===== src/rtl/mc_ctrl.sv =====
// rtl/mc_ctrl.sv - multicycle main controller for the simpleMIPS core
//
// Sequences each instruction through FETCH/DECODE/EXE/MEM/WB.
// Ports:
//   clk, rst          clock, asynchronous active-high reset
//   opcode, funct     instruction fields from the IR
//   zero              ALU zero flag (beq resolution in EXE)
//   mem_ack           data memory completed the current access
//   IRWr, PCWr        IR / PC load enables
//   NPCSel            next-PC source (00 +4, 01 branch, 10 jump, 11 jr)
//   RegWr,WDSel,RDSel register-file write controls
//   ALUSrc,ExtOp,ALUOp ALU operand / operation controls
//   mem_req, mem_we   data-memory request (held until ack) and write
//   illegal           one-cycle pulse on an unsupported encoding
//   state             current state (FETCH=0 .. WB=4)
module mc_ctrl (
    input  logic       clk,
    input  logic       rst,
    input  logic [5:0] opcode,
    input  logic [5:0] funct,
    input  logic       zero,
    input  logic       mem_ack,
    output logic       IRWr,
    output logic       PCWr,
    output logic [1:0] NPCSel,
    output logic       RegWr,
    output logic [1:0] WDSel,
    output logic [1:0] RDSel,
    output logic       ALUSrc,
    output logic       ExtOp,
    output logic [2:0] ALUOp,
    output logic       mem_req,
    output logic       mem_we,
    output logic       illegal,
    output logic [2:0] state
);

    typedef enum logic [2:0] {
        S_FETCH  = 3'd0,
        S_DECODE = 3'd1,
        S_EXE    = 3'd2,
        S_MEM    = 3'd3,
        S_WB     = 3'd4
    } state_t;

    localparam logic [5:0] OP_RTYPE = 6'b000000;
    localparam logic [5:0] OP_ORI   = 6'b001101;
    localparam logic [5:0] OP_ADDIU = 6'b001001;
    localparam logic [5:0] OP_LUI   = 6'b001111;
    localparam logic [5:0] OP_LW    = 6'b100011;
    localparam logic [5:0] OP_SW    = 6'b101011;
    localparam logic [5:0] OP_BEQ   = 6'b000100;
    localparam logic [5:0] OP_J     = 6'b000010;
    localparam logic [5:0] OP_JAL   = 6'b000011;

    localparam logic [5:0] FN_ADDU = 6'b100001;
    localparam logic [5:0] FN_SUBU = 6'b100011;
    localparam logic [5:0] FN_AND  = 6'b100100;
    localparam logic [5:0] FN_OR   = 6'b100101;
    localparam logic [5:0] FN_SLT  = 6'b101010;
    localparam logic [5:0] FN_JR   = 6'b001000;

    localparam logic [2:0] ALU_ADD = 3'b000;
    localparam logic [2:0] ALU_SUB = 3'b001;
    localparam logic [2:0] ALU_AND = 3'b010;
    localparam logic [2:0] ALU_OR  = 3'b011;
    localparam logic [2:0] ALU_SLT = 3'b100;
    localparam logic [2:0] ALU_LUI = 3'b101;

    state_t     state_q, state_d;
    logic [5:0] op_q, op_d;
    logic [5:0] funct_q, funct_d;

    // DECODE sees the freshly loaded IR directly; later states use the
    // captured copy so the IR may be reused once DECODE has passed.
    logic [5:0] cur_op, cur_fn;
    logic is_r_alu, is_jr, is_ori, is_addiu, is_lui, is_lw, is_sw;
    logic is_beq, is_j, is_jal, is_legal;

    always_comb begin
        cur_op   = (state_q == S_DECODE) ? opcode : op_q;
        cur_fn   = (state_q == S_DECODE) ? funct  : funct_q;
        is_r_alu = (cur_op == OP_RTYPE) &&
                   ((cur_fn == FN_ADDU) || (cur_fn == FN_SUBU) || (cur_fn == FN_AND) ||
                    (cur_fn == FN_OR)   || (cur_fn == FN_SLT));
        is_jr    = (cur_op == OP_RTYPE) && (cur_fn == FN_JR);
        is_ori   = (cur_op == OP_ORI);
        is_addiu = (cur_op == OP_ADDIU);
        is_lui   = (cur_op == OP_LUI);
        is_lw    = (cur_op == OP_LW);
        is_sw    = (cur_op == OP_SW);
        is_beq   = (cur_op == OP_BEQ);
        is_j     = (cur_op == OP_J);
        is_jal   = (cur_op == OP_JAL);
        is_legal = is_r_alu | is_jr | is_ori | is_addiu | is_lui | is_lw |
                   is_sw | is_beq | is_j | is_jal;
    end

    always_ff @(posedge clk or posedge rst) begin
        if (rst) begin
            state_q <= S_FETCH;
            op_q    <= 6'd0;
            funct_q <= 6'd0;
        end else begin
            state_q <= state_d;
            op_q    <= op_d;
            funct_q <= funct_d;
        end
    end

    logic       irwr_c, pcwr_c, regwr_c, alusrc_c, extop_c;
    logic       mem_req_c, mem_we_c, illegal_c;
    logic [1:0] npcsel_c, wdsel_c, rdsel_c;
    logic [2:0] aluop_c;

    always_comb begin
        state_d   = state_q;
        op_d      = op_q;
        funct_d   = funct_q;
        irwr_c    = 1'b0;
        pcwr_c    = 1'b0;
        npcsel_c  = 2'b00;
        regwr_c   = 1'b0;
        wdsel_c   = 2'b00;
        rdsel_c   = 2'b00;
        alusrc_c  = 1'b0;
        extop_c   = 1'b0;
        aluop_c   = ALU_ADD;
        mem_req_c = 1'b0;
        mem_we_c  = 1'b0;
        illegal_c = 1'b0;

        case (state_q)
            S_FETCH: begin
                irwr_c  = 1'b1;
                state_d = S_DECODE;
            end
            S_DECODE: begin
                op_d    = opcode;
                funct_d = funct;
                if (is_j) begin
                    pcwr_c   = 1'b1;
                    npcsel_c = 2'b10;
                    state_d  = S_FETCH;
                end else if (is_jal) begin
                    regwr_c  = 1'b1;
                    wdsel_c  = 2'b10;
                    rdsel_c  = 2'b10;
                    pcwr_c   = 1'b1;
                    npcsel_c = 2'b10;
                    state_d  = S_FETCH;
                end else if (is_jr) begin
                    pcwr_c   = 1'b1;
                    npcsel_c = 2'b11;
                    state_d  = S_FETCH;
                end else if (!is_legal) begin
                    // skip the bad word: advance PC by 4 and refetch
                    illegal_c = 1'b1;
                    pcwr_c    = 1'b1;
                    state_d   = S_FETCH;
                end else begin
                    state_d = S_EXE;
                end
            end
            S_EXE: begin
                if (is_beq) begin
                    pcwr_c   = 1'b1;
                    npcsel_c = zero ? 2'b01 : 2'b00;
                    state_d  = S_FETCH;
                end else if (is_lw || is_sw) begin
                    state_d = S_MEM;
                end else begin
                    state_d = S_WB;
                end
            end
            S_MEM: begin
                mem_req_c = 1'b1;
                mem_we_c  = is_sw;
                if (mem_ack) begin
                    if (is_sw) begin
                        pcwr_c  = 1'b1;
                        state_d = S_FETCH;
                    end else begin
                        state_d = S_WB;
                    end
                end
            end
            S_WB: begin
                regwr_c = 1'b1;
                pcwr_c  = 1'b1;
                wdsel_c = is_lw ? 2'b01 : 2'b00;
                rdsel_c = is_r_alu ? 2'b00 : 2'b01;
                state_d = S_FETCH;
            end
            default: begin
                state_d = S_FETCH;
            end
        endcase

        // MEM keeps the EXE ALU controls so the address stays stable
        if (state_q == S_EXE || state_q == S_MEM) begin
            if (is_r_alu) begin
                case (cur_fn)
                    FN_SUBU: aluop_c = ALU_SUB;
                    FN_AND:  aluop_c = ALU_AND;
                    FN_OR:   aluop_c = ALU_OR;
                    FN_SLT:  aluop_c = ALU_SLT;
                    default: aluop_c = ALU_ADD;
                endcase
            end else if (is_ori) begin
                aluop_c  = ALU_OR;
                alusrc_c = 1'b1;
            end else if (is_addiu || is_lw || is_sw) begin
                aluop_c  = ALU_ADD;
                alusrc_c = 1'b1;
                extop_c  = 1'b1;
            end else if (is_lui) begin
                aluop_c  = ALU_LUI;
                alusrc_c = 1'b1;
            end else if (is_beq) begin
                aluop_c  = ALU_SUB;
            end
        end
    end

    // Outputs are forced low while rst is held, so a reset during a
    // MEM stall withdraws mem_req without waiting for a clock edge.
    assign IRWr    = irwr_c    & ~rst;
    assign PCWr    = pcwr_c    & ~rst;
    assign NPCSel  = npcsel_c  & {2{~rst}};
    assign RegWr   = regwr_c   & ~rst;
    assign WDSel   = wdsel_c   & {2{~rst}};
    assign RDSel   = rdsel_c   & {2{~rst}};
    assign ALUSrc  = alusrc_c  & ~rst;
    assign ExtOp   = extop_c   & ~rst;
    assign ALUOp   = aluop_c   & {3{~rst}};
    assign mem_req = mem_req_c & ~rst;
    assign mem_we  = mem_we_c  & ~rst;
    assign illegal = illegal_c & ~rst;
    assign state   = state_q;

endmodule


===== config.mk =====
export PLATFORM = sky130hd
export DESIGN_NAME = mc_ctrl
export DESIGN_NICKNAME = d
export VERILOG_FILES = /design/src/rtl/mc_ctrl.sv
export SDC_FILE = /design/constraint.sdc
export NUM_CORES = 1
export LEC_CHECK = 0
export BUFFER_PORTS_ARGS = -buffer_cell sky130_fd_sc_hd__buf_2
export CAP_MARGIN = 20
export CORE_UTILIZATION = 52
export CTS_CLUSTER_SIZE = 12
export DETAILED_ROUTE_END_ITERATION = 10
export PLACE_DENSITY = 0.8
export SYNTH_ARGS = -nofsm -noshare
export SYNTH_HDL_FRONTEND = slang
export SYNTH_SLANG_ARGS = --single-unit

===== constraint.sdc =====
create_clock -name clk -period 2.5 [get_ports clk]
set_clock_uncertainty 0.05 [all_clocks]
set_input_delay 0 -clock clk [delete_from_list [all_inputs] [get_ports clk]]
set_output_delay 0 -clock clk [all_outputs]
set_load 0.05 [all_outputs]

# Word-level counts from Yosys, hierarchy flattened
# Index checks and enable logic that the tools add are counted.
# op_classes
n_reduce_logical,12
bitwise,22
n_mux,57
n_eq_ne,19
# op_table
cell,count
equality test 6 bit (second input constant),7
two-way mux 1 bit,30
two-way mux 3 bit,9
equality test 6 x 4 -> 1 bit (second input constant),4
case mux 3 bit (4 select lines),2
two-way mux 2 bit,9
equality test 6 x 2 -> 1 bit (second input constant),2
two-way mux 6 bit,2
case mux 2 bit (2 select lines),3
OR 1 bit,9
bitwise AND 1 bit,8
logical OR 1 bit,8
bitwise AND 2 bit,3
equality test 3 x 2 -> 1 bit (second input constant),2
equality test 6 x 3 -> 1 bit (second input constant),1
logical NOT 6 bit,1
case mux 1 bit (4 select lines),1
bitwise AND 3 bit,1
equality test 3 x 1 -> 1 bit (second input constant),1
equality test 3 bit (second input constant),1
logical NOT 3 bit,1
logical AND 1 bit,2
!= test 2 bit (second input constant),1
case mux 1 bit (2 select lines),1
inverter 1 bit,1
# word_totals
regBits,15

# Depth between registers and ports, before layout
# depth
word_depth,23
ltp_mapped,7
ltp_nobuf,5

# Worst setup path before layout
# Ideal clock, no wire load.
# synth_timing
path_kind,flip-flop to output port
start,register state_q[0] (netlist: state[0])
end,output port RegWr
stages_incl_launch_ff,7
arrival_ns,3.401
slack_ns,-0.951
path_buffers,1
path_cell_list,dfrtp_1 nor3b_2 buf_2 mux2i_1 o211ai_1 nor3_1 or2_1
# synth_between
elab_chain_len,7
word_cells_on_any_way,9
classes_between,4 x eq/ne; 4 x mux; 1 x bitwise
# synth_lines
item,line,text
start: declaration,70,"state_t state_q, state_d;"
start signal: assignment,105,state_q <= state_d;
equality test 3 x 1 -> 1 bit,"81, 133",
two-way mux 6 bit,-,
equality test 6 x 2 -> 1 bit,94,is_jal = (cur_op == OP_JAL);
two-way mux 1 bit,145,end else if (is_jal) begin
two-way mux 1 bit,141,if (is_j) begin
case mux 1 bit (2 select lines) (*),133,case (state_q)
bitwise AND 1 bit (*),231,assign RegWr = regwr_c & ~rst;
end: declaration,26,"output logic RegWr,"
# Every way passes the cells marked *; elsewhere a longest branch is shown, timed or not.

# Worst setup path in the final report
# layout_timing
start,register state_q[1] (netlist: state[1])
end,output port PCWr
# layout_between
word_cells_on_any_way,45
classes_between,18 x eq/ne; 10 x mux; 10 x bitwise; 7 x reduce/logical
# layout_lines
item,line,text
equality test 3 x 1 -> 1 bit (*),81,cur_op = (state_q == S_DECODE) ? opcode : op_q;
two-way mux 6 bit (*),-,
via cur_op[1],76,"logic [5:0] cur_op, cur_fn;"
logical NOT 6 bit,"83, 86",
logical AND 1 bit (on tied branches),"83, 86",
OR 1 bit (6 in a row),95,is_legal = is_r_alu | is_jr | is_ori | is_addiu | is_lui | is_lw |
OR 1 bit (3 in a row),96,is_sw | is_beq | is_j | is_jal;
two-way mux 1 bit,156,end else if (!is_legal) begin
two-way mux 1 bit,152,end else if (is_jr) begin
two-way mux 1 bit,145,
two-way mux 1 bit,141,
case mux 1 bit (4 select lines) (*),133,
bitwise AND 1 bit (*),229,assign PCWr = pcwr_c & ~rst;
end: declaration,24,"output logic PCWr,"
# Mark *: on every way through the listed nets, which the timed path passes. The rest lies on a longest branch.

==> results.yml <==
power:
  ir_worst_vdd_mv: 0.830
  power_density_nw_per_um2: 1120
  clkPwrFrac: 0.072
  switching_share: 0.520
  finalPower_w: 0.00213
  seqPwrFrac: 0.255
  internal-power_w: 0.00102
  leakage_nw: 0.856
  p_comb_frac: 0.673
  switching_power_w: 0.00111
routing:
  ant_nets: 0
  drt-pass1-iter-count: 5
  drtIter0Drc: 61
  routed_wl_mm: 4.72
  num_vias: 1625
  viasPerCell: 6.42
  avgRoutedWirePerCell_um: 18.6
  drc: 0
finish:
  final_cell_mix: "nand2_1, buf_2, buf_4"
  area_delta_synth_final_pct: 48.9
  n_antenna_cell: 0
  fin_nets: 242
  fill_cells: 131
  drive_above_1_share: 0.373
  postLayoutCoreUtil: 0.839
clock_network:
  path_clk_slew_ns: 0.11
  numCtsBuffers: 3
  cts_tree: "built"
  clock-root-buffer: "clkbuf_4"
  insertion_delay_ns: 0.30
  h-tree-depth: 1
  cts.sinks: 15
  cts.path.max_buffers: 2
global_route:
  grt_first_pass_wirelength_mm: 6.90
  grt_max_degree: 17
  grt_pass1_vias: 1505
  overflow: 0
  grt_usage: 0.354
  antenna_found_initial: 0
timing:
  fin_ws_ns: -0.0615
  timing.fmax_mhz: 390
  timing.final.max_slew_violations: 0
  setup_viol: 4
  relSlewSlack: 0.439
  fin_crit_ns: 2.56
  fin_crit_sh: 1.02
  rsz0062_at_grt: "true"
  hold_violations: 0
  worst_pin_slew_ns: 0.829
floorplan:
  initial_core_util: 0.563
  die_area_um2: 2640
  ios: 36
  die_h_um: 51.4
  die_width_um: 51.4
  row_count: 17
  core_area_um2: 2250
worst_setup_path:
  cp.required_ns: 2.45
  critPathMaxFanout: 7
  crit_type: "flop to primary output"
  startpoint_type: "flop"
  path_cells: "nor3b_4, buf_6, mux2_2, a21oi_4, a21oi_1, a221o_1, buf_4"
  end_kind: "primary output"
  cpMaxStageDelayCell: "dfrtp_2"
  cp.arrival_ns: 2.51
  cp_slowest_stage_delay_ns: 0.47
placed_design:
  port_buffers: 35
  place.gp.congestion: 0.892
  dp_hpwl_mm: 2.98
  pre_cts_slack_ns: 0.0396
min_path:
  hold_path.class: "input pin to flop"
synth:
  syn-num-nets: 179
  yosysWarningCount: 0
  synth_top_area_cell: "dfrtp_1"
  synthFlopType: "dfrtp_1"
  syn_area_um2: 1270
  synth_edf_count: 0
  synth_top_area_share: 0.296
  ys_async_sr_fraction: 1.00
  synth.ff_latch_count: 15
  syn-instance-count: 163
  ys_types: 52
  postSynthAreaPerCell_um2: 7.79
  yosysSeqAreaShare: 0.296
  synthTopCellsByArea: "dfrtp_1, nand2_1, nor2_1"
status:
  outcome: "complete, but fails checks"
  violations: "negative setup slack"
run:
  cap_viol_max_count: 0
[power groups by stage]
stage	Combinational, W	Clock [W]	Sequential [W]
final	0.00143	0.000153	0.000542
after global routing	0.00151	0.000159	0.000554
after CTS	0.00126	0.000155	0.000520
after detailed placement	0.00112	0	0.000524
after global placement	0.00110	0	0.000513
after floorplan	0.000786	0	0.000538
[worst paths after layout]
path / startpoint / end / slack, ns / cells past startpoint
max: state[1]$_DFFE_PP0P_ / PCWr / -0.06 / 7
min: opcode[1] / op_q[1]$_DFF_PP0_ / 0.09 / 2
max reg2reg: state[1]$_DFFE_PP0P_ / state[2]$_DFFE_PP0P_ / 0.42 / 7
min reg2reg: op_q[5]$_DFF_PP0_ / op_q[5]$_DFF_PP0_ / 0.50 / 2
max in group asynchronous: rst / op_q[2]$_DFF_PP0_ / 1.67 / 4
min in group asynchronous: rst / op_q[1]$_DFF_PP0_ / 0.23 / 3
[per-layer routing]
layer	global-route usage	wire length, µm	part of all wire	vias up
met5	0	0	0	-
met4	0.158	165	0.035	0
met3	0.0506	413	0.088	23
met2	0.621	2310	0.49	120
met1	0.423	1830	0.39	757
li1	-	-	-	725
[repair_timing]
action,4_1_cts,5_1_grt
hold buffers,11,0
setup buffers,4,2
resized for setup,17,15
endpoints found under the setup margin,9,9
hold endpoints to repair,18,0
pin swaps,3,2
[flip-flops by register name (all words and copies together), names as in the netlist]
register / cells
funct_q: 6
op_q: 6
state: 3
[metrics by stage]
| stage | setup TNS, ns | cell area [µm²] | std cells | hold slack [ns] |
|---|---|---|---|---|
| CTS | -0.00198 | 1810 | 251 | 0.0376 |
| detailed placement | 0 | 1590 | 232 | 0.0128 |
| global placement | 0 | 1590 | 232 | 0.00196 |
| floorplan | -0.140 | 1320 | 163 | -0.127 |
| finish | -0.143 | 1890 | 253 | 0.0875 |
| global route | -0.551 | 1890 | 253 | 0.111 |
[worst max-delay path: cells and delay by family, from the launching register on]
family	cells	cell delay, ns
compound gates	3	0.64
flops	1	0.47
mux	1	0.42
buf+inv	2	0.37
simple gates	1	0.30
[cells in the mapped netlist (3+ instances only)]
cell,instances
a211oi_1,4
a21oi_1,4
a31oi_1,3
and2_1,4
dfrtp_1,15
inv_1,3
mux2_2,3
nand2_1,27
nand2b_1,4
nand3_1,7
nor2_1,17
nor2b_1,6
nor3_1,5
nor3b_1,5
o21ai_0,7
or3_1,3
[area by class of cell]
type | instances | area (µm²) | area share
clock buffers | 4 | 26.3 | 0.0139
inverters | 3 | 11.3 | 0.00596
multi-input cells | 139 | 972 | 0.514
flip-flops and latches | 15 | 379 | 0.201
well taps | 28 | 35.0 | 0.0185
repair buffers | 64 | 467 | 0.247
[cells by family (layout without fill, tap and decap cells)]
logic type / Yosys count / in the layout / synth area share
AO/OA/AOI/OAI: 38 / 38 / 0.211
XOR/XNOR: 1 / 1 / 0.00690
buffers and inverters: 9 / 71 / 0.0374
flip-flops: 15 / 15 / 0.296
multiplexers: 6 / 6 / 0.0542
AND/OR/NAND/NOR: 94 / 94 / 0.395
Note: power is estimated with default switching activity, not from simulation.
